### config.mk
export PLATFORM = sky130hd
export DESIGN_NAME = mag_sar
export DESIGN_NICKNAME = d
export VERILOG_FILES = /design/src/rtl/mag_sar.sv
export SDC_FILE = /design/constraint.sdc
export NUM_CORES = 1
export LEC_CHECK = 0
export ABC_CLOCK_PERIOD_IN_PS = 1500
export CORE_ASPECT_RATIO = 1.75
export CORE_MARGIN = 2
export CORE_UTILIZATION = 46
export DETAILED_ROUTE_END_ITERATION = 12
export PLACE_DENSITY = 0.8
export SLEW_MARGIN = 5
export SYNTH_ARGS = -nofsm -noshare
export SYNTH_HDL_FRONTEND = slang
export SYNTH_SLANG_ARGS = --single-unit
### constraint.sdc
create_clock -name clk -period 1.5 [get_ports clk]
set_input_delay 0.3 -clock clk [delete_from_list [all_inputs] [get_ports clk]]
set_output_delay 0.3 -clock clk [all_outputs]
set_load 0.05 [all_outputs]
### src/rtl/mag_sar.sv
// Successive-approximation search engine.
// Drives the reference side of an external unsigned magnitude comparator and
// recovers the unknown compared value one bit per cycle, MSB first.
module mag_sar #(
  parameter int WIDTH = 8,
  parameter bit EARLY = 1'b0
) (
  input  logic             clk,
  input  logic             rst,
  input  logic             req_vld,
  output logic             req_rdy,
  output logic [WIDTH-1:0] rfr,
  input  logic             grt,
  input  logic             lst,
  output logic             rsp_vld,
  input  logic             rsp_rdy,
  output logic [WIDTH-1:0] rsp_dat,
  output logic             rsp_err
);

  localparam int            IW      = (WIDTH > 1) ? $clog2(WIDTH) : 1;
  localparam logic [IW-1:0] IDX_TOP = IW'(WIDTH - 1);

  typedef enum logic [1:0] {
    IDLE = 2'd0,
    SRCH = 2'd1,
    DONE = 2'd2
  } state_t;

  state_t           state_q, state_d;
  logic [WIDTH-1:0] acc_q, acc_d;
  logic [IW-1:0]    idx_q, idx_d;
  logic [WIDTH-1:0] rsp_dat_q, rsp_dat_d;
  logic             rsp_err_q, rsp_err_d;
  logic             req_rdy_q, req_rdy_d;
  logic             rsp_vld_q, rsp_vld_d;
  logic [WIDTH-1:0] trial;

  // Candidate reference for the current trial: bits already decided plus the
  // bit under test forced to one.
  function automatic logic [WIDTH-1:0] trial_ref(input logic [WIDTH-1:0] acc,
                                                 input logic [IW-1:0]    idx);
    logic [WIDTH-1:0] mask;
    mask      = '0;
    mask[idx] = 1'b1;
    return acc | mask;
  endfunction

  // Next-state, accumulator update and reference selection for each state.
  always_comb begin
    trial     = trial_ref(acc_q, idx_q);
    state_d   = state_q;
    acc_d     = acc_q;
    idx_d     = idx_q;
    rsp_dat_d = rsp_dat_q;
    rsp_err_d = rsp_err_q;
    rfr       = '0;

    unique case (state_q)
      IDLE: begin
        if (req_vld) begin
          state_d   = SRCH;
          acc_d     = '0;
          idx_d     = IDX_TOP;
          rsp_err_d = 1'b0;
        end
      end
      SRCH: begin
        rfr = trial;
        if (grt && lst) begin
          // Inconsistent comparator: report only the bits decided before this trial.
          state_d   = DONE;
          rsp_err_d = 1'b1;
          rsp_dat_d = acc_q;
        end else begin
          // val >= trial means the tested bit belongs to the answer.
          if (!lst) begin
            acc_d = trial;
          end
          if (EARLY && !grt && !lst) begin
            state_d   = DONE;
            rsp_dat_d = trial;
          end else if (idx_q == '0) begin
            state_d   = DONE;
            rsp_dat_d = acc_d;
          end else begin
            idx_d = idx_q - IW'(1);
          end
        end
      end
      DONE: begin
        rfr = rsp_dat_q;
        if (rsp_rdy) begin
          state_d = IDLE;
        end
      end
      default: begin
        state_d = IDLE;
      end
    endcase

    req_rdy_d = (state_d == IDLE);
    rsp_vld_d = (state_d == DONE);
  end

  // State and datapath registers; reset aborts any search in flight.
  always_ff @(posedge clk) begin
    if (rst) begin
      state_q   <= IDLE;
      acc_q     <= '0;
      idx_q     <= IDX_TOP;
      rsp_dat_q <= '0;
      rsp_err_q <= 1'b0;
      req_rdy_q <= 1'b1;
      rsp_vld_q <= 1'b0;
    end else begin
      state_q   <= state_d;
      acc_q     <= acc_d;
      idx_q     <= idx_d;
      rsp_dat_q <= rsp_dat_d;
      rsp_err_q <= rsp_err_d;
      req_rdy_q <= req_rdy_d;
      rsp_vld_q <= rsp_vld_d;
    end
  end

  assign req_rdy = req_rdy_q;
  assign rsp_vld = rsp_vld_q;
  assign rsp_dat = rsp_dat_q;
  assign rsp_err = rsp_err_q;

endmodule

After elaboration in Yosys (flattened, before gate mapping). Index checks and enable logic that the tools add are counted.

$add $sub $neg: 1. Order comparisons: 2. Equal/unequal tests: 7. Muxes and demuxes: 21. Bitwise gates (word level): 1. Reduce and logical (&&, ||, !) cells: 11.

Operators with widths (number): 8-bit two-way mux (5); 8-bit one-hot mux with 2 select lines (2); 3-bit two-way mux (3); 2-bit two-way mux (4); 2-bit inequality test (second input constant) (4); 8-bit bitwise OR (1); 2-bit one-hot mux with 3 select lines (1); 3-bit one-hot mux with 2 select lines (1); 3-bit AND reduction (2); 2-bit == test (second input constant) (2); 2-bit zero test (2); 3-bit by 4-bit < comparator with 1-bit output (second input constant) (1); 4-bit AND reduction (1); 2-bit nonzero test (2); 1-bit demux with 3-bit select (1); 3-bit by 1-bit greater-or-equal comparator with 1-bit output (second input constant) (1); 3-bit zero test (1); 1-bit two-way mux (3); 3-bit by 1-bit subtractor with 3-bit output (second input constant) (1); 2-bit by 1-bit == test with 1-bit output (second input constant) (1); 1-bit logical AND (2); 1-bit one-hot mux with 2 select lines (1); 2-bit AND reduction (1).

Flip-flop bits (word level): 24. Input bits: 6. Output and inout bits: 19. Word-level logic and storage cells: 50.

Depth between registers and ports, before layout. Gate-level depths: netlist of run 1.

Word-level depth: 8. Gate-level depth with buffers: 8.

Least setup slack after synthesis of run 1. No wires, ideal clock.

Path kind: register -> output. From: reg state_q[1]. To: out rfr[0]. Data arrival time: 2092 ps. Path slack: -892 ps. Cell stages (with the launch flop): 7. Buffers on the path: 2. Path through: dfxtp_1 -> inv_1 -> ha_1 -> buf_2 -> buf_2 -> o21ai_0 -> a21boi_0.

Word-level cells in the longest chain between the ends: 2. Elaborated cells on any way between the ends: 3. Those cells by class: eq/ne (2); mux (1).

RTL lines: start, declared (RTL line 30) `state_t state_q, state_d;`; start signal, assigned (RTL line 117) `state_q <= state_d;`; 2-bit == test / 2-bit by 1-bit == test with 1-bit output (equally long branches) (RTL line 59) `unique case (state_q)`; 8-bit one-hot mux with 2 select lines * (RTL line 59); end, declared (RTL line 12) `output logic [WIDTH-1:0] rfr,`.

Every way passes the cells marked *; elsewhere a longest branch is shown, timed or not.

Final worst setup path of run 1.
From: reg state_q[0]. To: out rfr[3].

The elaborated chain is that of the path after synthesis.

==> results of run 1 <==
-- worst reg2reg max path, delay by kind of cell (launching register included) --
| kind | cells | cell delay, ns |
|---|---|---|
| flops | 1 | 0.33 |
| compound gates | 1 | 0.31 |
| simple gates | 3 | 0.42 |
| buf+inv | 2 | 0.31 |
| fa+ha+maj | 1 | 0.23 |
-- through the flow --
stage          cells  util (%)  power (mW)  setup slack [ns]
2_1_floorplan    158         -       0.945          -0.00503
3_3_place_gp     225      78.1        1.10            -0.114
3_5_place_dp     225      78.1        1.12            -0.208
4_1_cts          229      82.4        1.53            -0.267
5_1_grt          229      83.7        1.58            -0.329
6_report         229      83.7        1.54            -0.267
-- layer usage --
| layer | track usage, % | wire length (um) | share of wire, % |
|---|---|---|---|
| met1 | 29.0 | 1340 | 32 |
| met2 | 49.8 | 2320 | 56 |
| met3 | 2.91 | 179 | 4.3 |
| met4 | 19.2 | 302 | 7.3 |
| met5 | 0 | 0 | 0 |
-- synth_stat cells (all sizes together) (3+ instances only) --
cell	n	area, um2
dfxtp	24	480
nor2	23	86.3
nand2	10	40.0
a22oi	9	67.6
nor3	9	45.0
a211oi	8	70.1
a21oi	8	40.0
nor2b	8	50.1
buf	7	41.3
o21ai	7	35.0
a21boi	6	56.3
ha	6	75.1
inv	5	18.8
a21o	3	22.5
a31oi	3	18.8
clkbuf	3	11.3
-- sequential cells by signal, summed over array words and instances, names as in the netlist --
signal,cells
state_q,2
rsp_dat,8
rsp_vld,1
acc_q,8
rsp_err,1
idx_q,3
req_rdy,1
-- cell type report --
class / instances / area, um2
Multi-Input combinational cell: 119 / 1000
Fill cell: 146 / 438
Inverter: 5 / 18.8
Tap cell: 27 / 33.8
Timing Repair Buffer: 51 / 669
Clock buffer: 3 / 41.3
Sequential cell: 24 / 489
-- logic make-up after synthesis --
group                      synth area share [%]
and+or+nand+nor                            25.3
DFF                                        36.8
AOI/OAI and AO/OA                          26.7
buffers and inverters                      5.46
adders and majority gates                  5.75
-- repair_timing --
item	CTS	global route
gates cloned	0	0
hold buffers	0	0
endpoints found under the setup margin	22	30
buffers inserted	1	0
gates resized for setup	18	9
pin swaps	5	3
-- worst max-delay path by stage --
| stage | cells past startpoint | endpoint | start |
|---|---|---|---|
| floorplan | 5 | rfr[4] | idx_q[0]$_SDFFE_PP1P_ |
| global placement | 5 | idx_q[2]$_SDFFE_PP1P_ | lst |
| detailed placement | 5 | idx_q[2]$_SDFFE_PP1P_ | lst |
| CTS | 5 | rfr[3] | state_q[0]$_SDFF_PP0_ |
| global route | 5 | rfr[3] | idx_q[1]$_SDFFE_PP1P_ |
| finish | 5 | rfr[3] | state_q[0]$_SDFF_PP0_ |
-- power groups by stage --
stage	combinational, mW	clock (mW)	sequential, mW
3_5_place_dp	0.419	0	0.701
5_1_grt	0.489	0.405	0.689
2_1_floorplan	0.204	0	0.740
6_report	0.463	0.389	0.687
4_1_cts	0.448	0.390	0.687
3_3_place_gp	0.405	0	0.699
==> impl_metrics.json, run 1 <==
{
  "outcome": "finished, violations left",
  "violations": "setup timing",
  "routedWlPerCell_um": 18.1,
  "arrival_ns": 1.47,
  "grt_pass1_vias": 1470,
  "final_area_um2": 2250,
  "mostFrequentLayoutCells": "nor2_1 (22), buf_4 (22), buf_12 (21), dfxtp_1 (19), nand2_1 (9)",
  "postSynthAreaPerCell_um2": 8.27,
  "drc": 0,
  "synth_cell_types": 35,
  "port-buffer-count": 24,
  "synthCells": 158,
  "reg2reg_slack_ns": -0.22,
  "slew_headroom_pct": 78.3,
  "worstMarginPinSlew_ns": 0.324,
  "fin_skew_ns": 0.00264,
  "synth_seq_cells": 24,
  "antenna_cells": 0,
  "grt_max_degree": 19,
  "holdPathStages": 2,
  "switching_share_pct": 30.5,
  "placed_area_um2": 2100,
  "min_from": "rsp_dat[7]$_SDFFE_PP0P_",
  "place_congestion": 0.808,
  "peakVddDrop_mv": 0.658,
  "fmax_mhz": 566,
  "dominantRegCellSynth": "dfxtp_1",
  "synth_fp_nets": 170,
  "critPathBufInv": 2,
  "start_util_pct": 48.6,
  "crit_fanout": 11,
  "final_layout_size_suffix_gt1_share_pct": 50.0,
  "clkLatencyLatePin_ns": 0.27,
  "vias": 1447,
  "synth_edf_count": 0,
  "syn_area_um2": 1310,
  "antenna_found_initial": 0,
  "period_share_pct": 118,
  "grt_usage_pct": 27.7,
  "whs_endpoint": "rsp_dat[7]$_SDFFE_PP0P_",
  "die_y_um": 74.5,
  "cts_sinks": 24,
  "dr.pass1.iters": 4,
  "antenna_left": 0,
  "cp-end-kind": "output pin",
  "coreArea_um2": 2690,
  "cp_cell_sequence": "buf_4 > ha_4 > o21ai_2 > a21boi_4 > buf_12",
  "place.detailed.hpwl_mm": 3.02,
  "critPathTopFamily": "flip-flops",
  "rows": 25,
  "setup_tns_ns": -3.41,
  "rr_worst_depth": 7,
  "power.density_nw_per_um2": 683,
  "switchingPower_mw": 0.469,
  "routed_wl_mm": 4.14,
  "die_w_um": 44.3,
  "slew_viol_final": 0,
  "p_seq_share_pct": 44.6,
  "seq_area_frac_synth_pct": 36.8,
  "drt-initial-drc-count": 42,
  "die_area_um2": 3300,
  "rr_endpoint": "idx_q[2]$_SDFFE_PP1P_",
  "hold_viol_final": 0,
  "rsz0062_at_grt": "true",
  "globalRoute.totalOverflow": 0,
  "num_io_pins": 25,
  "cp_data_required_time_ns": 1.20,
  "vias_per_cell": 6.32,
  "hold_class": "reg2reg",
  "async_flop_share_pct": 0,
  "clockPowerShare_pct": 25.3,
  "cts_tree": "yes",
  "hold_ws_ns": 0.550,
  "cts_buffers": 3,
  "path_clk_slew_ns": 0.08,
  "cap_violations": 0,
  "reg2reg_from": "state_q[0]$_SDFF_PP0_",
  "power.internal_mw": 1.07,
  "leakage_nw": 0.843,
  "grt_pass1_wl_mm": 6.83,
  "yosysWarnings": 0,
  "pwr-share-comb_pct": 30.1,
  "critPathMaxStageDelay_ns": 0.34,
  "max-clock-path-buffers": 2,
  "setup_viol": 23,
  "area_growth_pct": 72.4,
  "final_nets": 216,
  "finalWorstSetupSlack_ns": -0.267,
  "cts.htree.levels": 1,
  "slowest_stage": "dfxtp_2",
  "critical_path_class": "reg2out",
  "fin_crit_ns": 1.77,
  "clockRootBuffer": "clkbuf_8",
  "cp-start-kind": "flip-flop"
}
No activity file was read; power rests on OpenSTA's default activity.
==> run 2, diff against run 1 <==
--- a/config.mk
+++ b/config.mk
@@ -5,12 +5,14 @@
 export SDC_FILE = /design/constraint.sdc
 export NUM_CORES = 1
 export LEC_CHECK = 0
-export ABC_CLOCK_PERIOD_IN_PS = 1500
+export ABC_CLOCK_PERIOD_IN_PS = 2230
 export CORE_ASPECT_RATIO = 1.75
 export CORE_MARGIN = 2
-export CORE_UTILIZATION = 46
+export CORE_UTILIZATION = 52
+export CTS_BUF_LIST = sky130_fd_sc_hd__clkbuf_2 sky130_fd_sc_hd__clkbuf_4 sky130_fd_sc_hd__clkbuf_8
 export DETAILED_ROUTE_END_ITERATION = 12
-export PLACE_DENSITY = 0.8
+export HOLD_SLACK_MARGIN = 0.1
+export PLACE_DENSITY = 0.85
 export SLEW_MARGIN = 5
 export SYNTH_ARGS = -nofsm -noshare
 export SYNTH_HDL_FRONTEND = slang
==> constraint.sdc (replaced) <==
create_clock -name clk -period 2.23 [get_ports clk]
set_input_delay 0.446 -clock clk [delete_from_list [all_inputs] [get_ports clk]]
set_output_delay 0.446 -clock clk [all_outputs]
set_load 0.05 [all_outputs]
==> run 2 against run 1 <==
  * The run now ends clean
  * Routed wire length down 13%
  * Sequential cell count unchanged
  * Cell count decreased by 9.2%
  * Worst setup slack improved by 0.35 ns
  * Clock power barely moved
  * Hold slack lost 0.020 ns
  * Die area decreased by 11%
==> impl_metrics.json, run 2 (same netlist as run 1, synthesis figures left out) <==
{
  "slew_headroom_pct": 65.3,
  "drt-initial-drc-count": 51,
  "max-clock-path-buffers": 2,
  "num_io_pins": 25,
  "cp-startpoint": "state_q[0]$_SDFF_PP0_",
  "antenna_cells": 0,
  "layout_commonest_cell": "nor2_1",
  "met3_usage_pct": 3.36,
  "rr_endpoint": "idx_q[2]$_SDFFE_PP1P_",
  "coreArea_um2": 2430,
  "rr_worst_depth": 7,
  "start_util_pct": 53.7,
  "rows": 24,
  "cts.htree.levels": 1,
  "grt_pass1_vias": 1292,
  "arrival_ns": 1.70,
  "grt.busiest_layer": "met2",
  "grt_usage_pct": 25.2,
  "clockRootBuffer": "clkbuf_8",
  "fmax_mhz": 466,
  "final_layout_size_suffix_gt1_share_pct": 16.5,
  "post_cts.repair.setup_buffers": 0,
  "placed_area_um2": 1660,
  "die_area_um2": 2940,
  "clockPowerShare_pct": 36.8,
  "final_nets": 195,
  "outcome": "complete, no violations",
  "hold_viol_final": 0,
  "place.detailed.hpwl_mm": 2.71,
  "period_share_pct": 96.2,
  "die_y_um": 70.3,
  "setup_viol": 0,
  "area_growth_pct": 34.2,
  "fin_crit_ns": 2.14,
  "multi_input_area_um2": 767,
  "grt_use_met1_pct": 25.9,
  "p_seq_share_pct": 43.9,
  "fillCellCount": 173,
  "met2_usage_pct": 46.2,
  "critPathMaxStageDelay_ns": 0.38,
  "routedWlPerCell_um": 17.3,
  "reg2reg_from": "state_q[1]$_SDFF_PP0_",
  "dr.pass1.iters": 5,
  "setup_tns_ns": 0,
  "path_clk_slew_ns": 0.09,
  "cts_tree": "yes",
  "worstMarginPinSlew_ns": 0.518,
  "slowest_stage": "ha_1",
  "leakage_nw": 0.648,
  "cts_buffers": 3,
  "port-buffer-count": 24,
  "cp_cell_sequence": "inv_1 > ha_1 > a22oi_1 > nor2b_1 > buf_12",
  "cap_violations": 0,
  "crit_fanout": 9,
  "grt_pass1_wl_mm": 5.74,
  "critical_path_class": "reg2out",
  "power.density_nw_per_um2": 600,
  "cp_data_required_time_ns": 1.78,
  "die_w_um": 41.9,
  "power.internal_mw": 0.765,
  "hold_class": "reg2reg",
  "cp-start-kind": "flip-flop",
  "routed_wl_mm": 3.61,
  "switching_share_pct": 27.3,
  "antenna_left": 0,
  "pwr-share-comb_pct": 19.3,
  "globalRoute.totalOverflow": 0,
  "vias": 1317,
  "antenna_found_initial": 0,
  "vias_per_cell": 6.33,
  "final_area_um2": 1750,
  "switchingPower_mw": 0.287,
  "final_util_pct": 72.1,
  "cp-endpoint": "rfr[5]",
  "drc": 0,
  "slew_viol_final": 0,
  "cts_sinks": 24,
  "peakVddDrop_mv": 0.521,
  "fin_skew_ns": 0.00961,
  "clkLatencyLatePin_ns": 0.27,
  "mostFrequentLayoutCells": "nor2_1 (23), dfxtp_1 (20), clkdlybuf4s50_1 (16)",
  "cp-end-kind": "output pin",
  "place_congestion": 0.852,
  "finalPower_mw": 1.05,
  "seq_area_um2": 485,
  "grt_max_degree": 17,
  "reg2reg_slack_ns": 0.42
}
run 2: worst min path at each step:
stage	cells after the start	to	start	slack, ns
3_5_place_dp	2	rsp_dat[1]$_SDFFE_PP0P_	rsp_dat[1]$_SDFFE_PP0P_	0.52
2_1_floorplan	2	acc_q[3]$_SDFFE_PP0P_	acc_q[3]$_SDFFE_PP0P_	0.47
4_1_cts	2	rsp_dat[1]$_SDFFE_PP0P_	rsp_dat[1]$_SDFFE_PP0P_	0.53
6_report	2	rsp_dat[1]$_SDFFE_PP0P_	rsp_dat[1]$_SDFFE_PP0P_	0.53
3_3_place_gp	2	acc_q[3]$_SDFFE_PP0P_	acc_q[3]$_SDFFE_PP0P_	0.49
5_1_grt	2	acc_q[3]$_SDFFE_PP0P_	acc_q[3]$_SDFFE_PP0P_	0.56
run 2: cell type report:
type / count / share of cell area [%]
tap: 26 / 1.86
clock inverter: 1 / 1.71
inverter: 5 / 1.07
clock buffer: 3 / 2.36
timing repair buffer: 30 / 21.6
multi-input combinational: 119 / 43.8
sequential: 24 / 27.7
run 2: per-layer routing:
metal,up-vias,share of wire [%]
li1,610,-
met1,625,35
met5,-,0
met3,16,5.3
met4,0,3.9
met2,66,55
run 2: what timing repair did:
action | 4_1_cts | 5_1_grt
setup endpoints to repair | 5 | 6
gates resized for setup | 2 | 4
hold buffers | 0 | 0
run 2: power groups by stage:
stage	sequential, mW	clock, mW	combinational [mW]
after floorplan	0.495	0	0.101
final	0.461	0.387	0.203
after CTS	0.459	0.382	0.199
after detailed placement	0.469	0	0.197
after global routing	0.463	0.397	0.218
after global placement	0.467	0	0.191
run 2: critical path, delay by kind of cell, from the launching register on:
family / cells / cell delay, ns
flip-flops: 1 / 0.37
buffers and inverters: 2 / 0.28
adder cells (fa/ha/maj): 1 / 0.38
AND/OR/NAND/NOR: 1 / 0.22
AO/OA/AOI/OAI: 1 / 0.16
run 2: through the flow:
step                setup WS [ns]  hold WS, ns  std cells
global route              -0.0575        0.562        208
finish                     0.0858        0.530        208
detailed placement          0.214        0.517        204
floorplan                  0.0584        0.471        158
CTS                        0.0223        0.531        208
global placement            0.304        0.489        204
==> run 3, diff against run 2 <==
--- a/config.mk
+++ b/config.mk
@@ -10,6 +10,7 @@
 export CORE_MARGIN = 2
 export CORE_UTILIZATION = 52
 export CTS_BUF_LIST = sky130_fd_sc_hd__clkbuf_2 sky130_fd_sc_hd__clkbuf_4 sky130_fd_sc_hd__clkbuf_8
+export CTS_CLUSTER_SIZE = 12
 export DETAILED_ROUTE_END_ITERATION = 12
 export HOLD_SLACK_MARGIN = 0.1
 export PLACE_DENSITY = 0.85
==> results of run 3 <==
No change in the layout: final DEF, timing and power equal those of run 2.
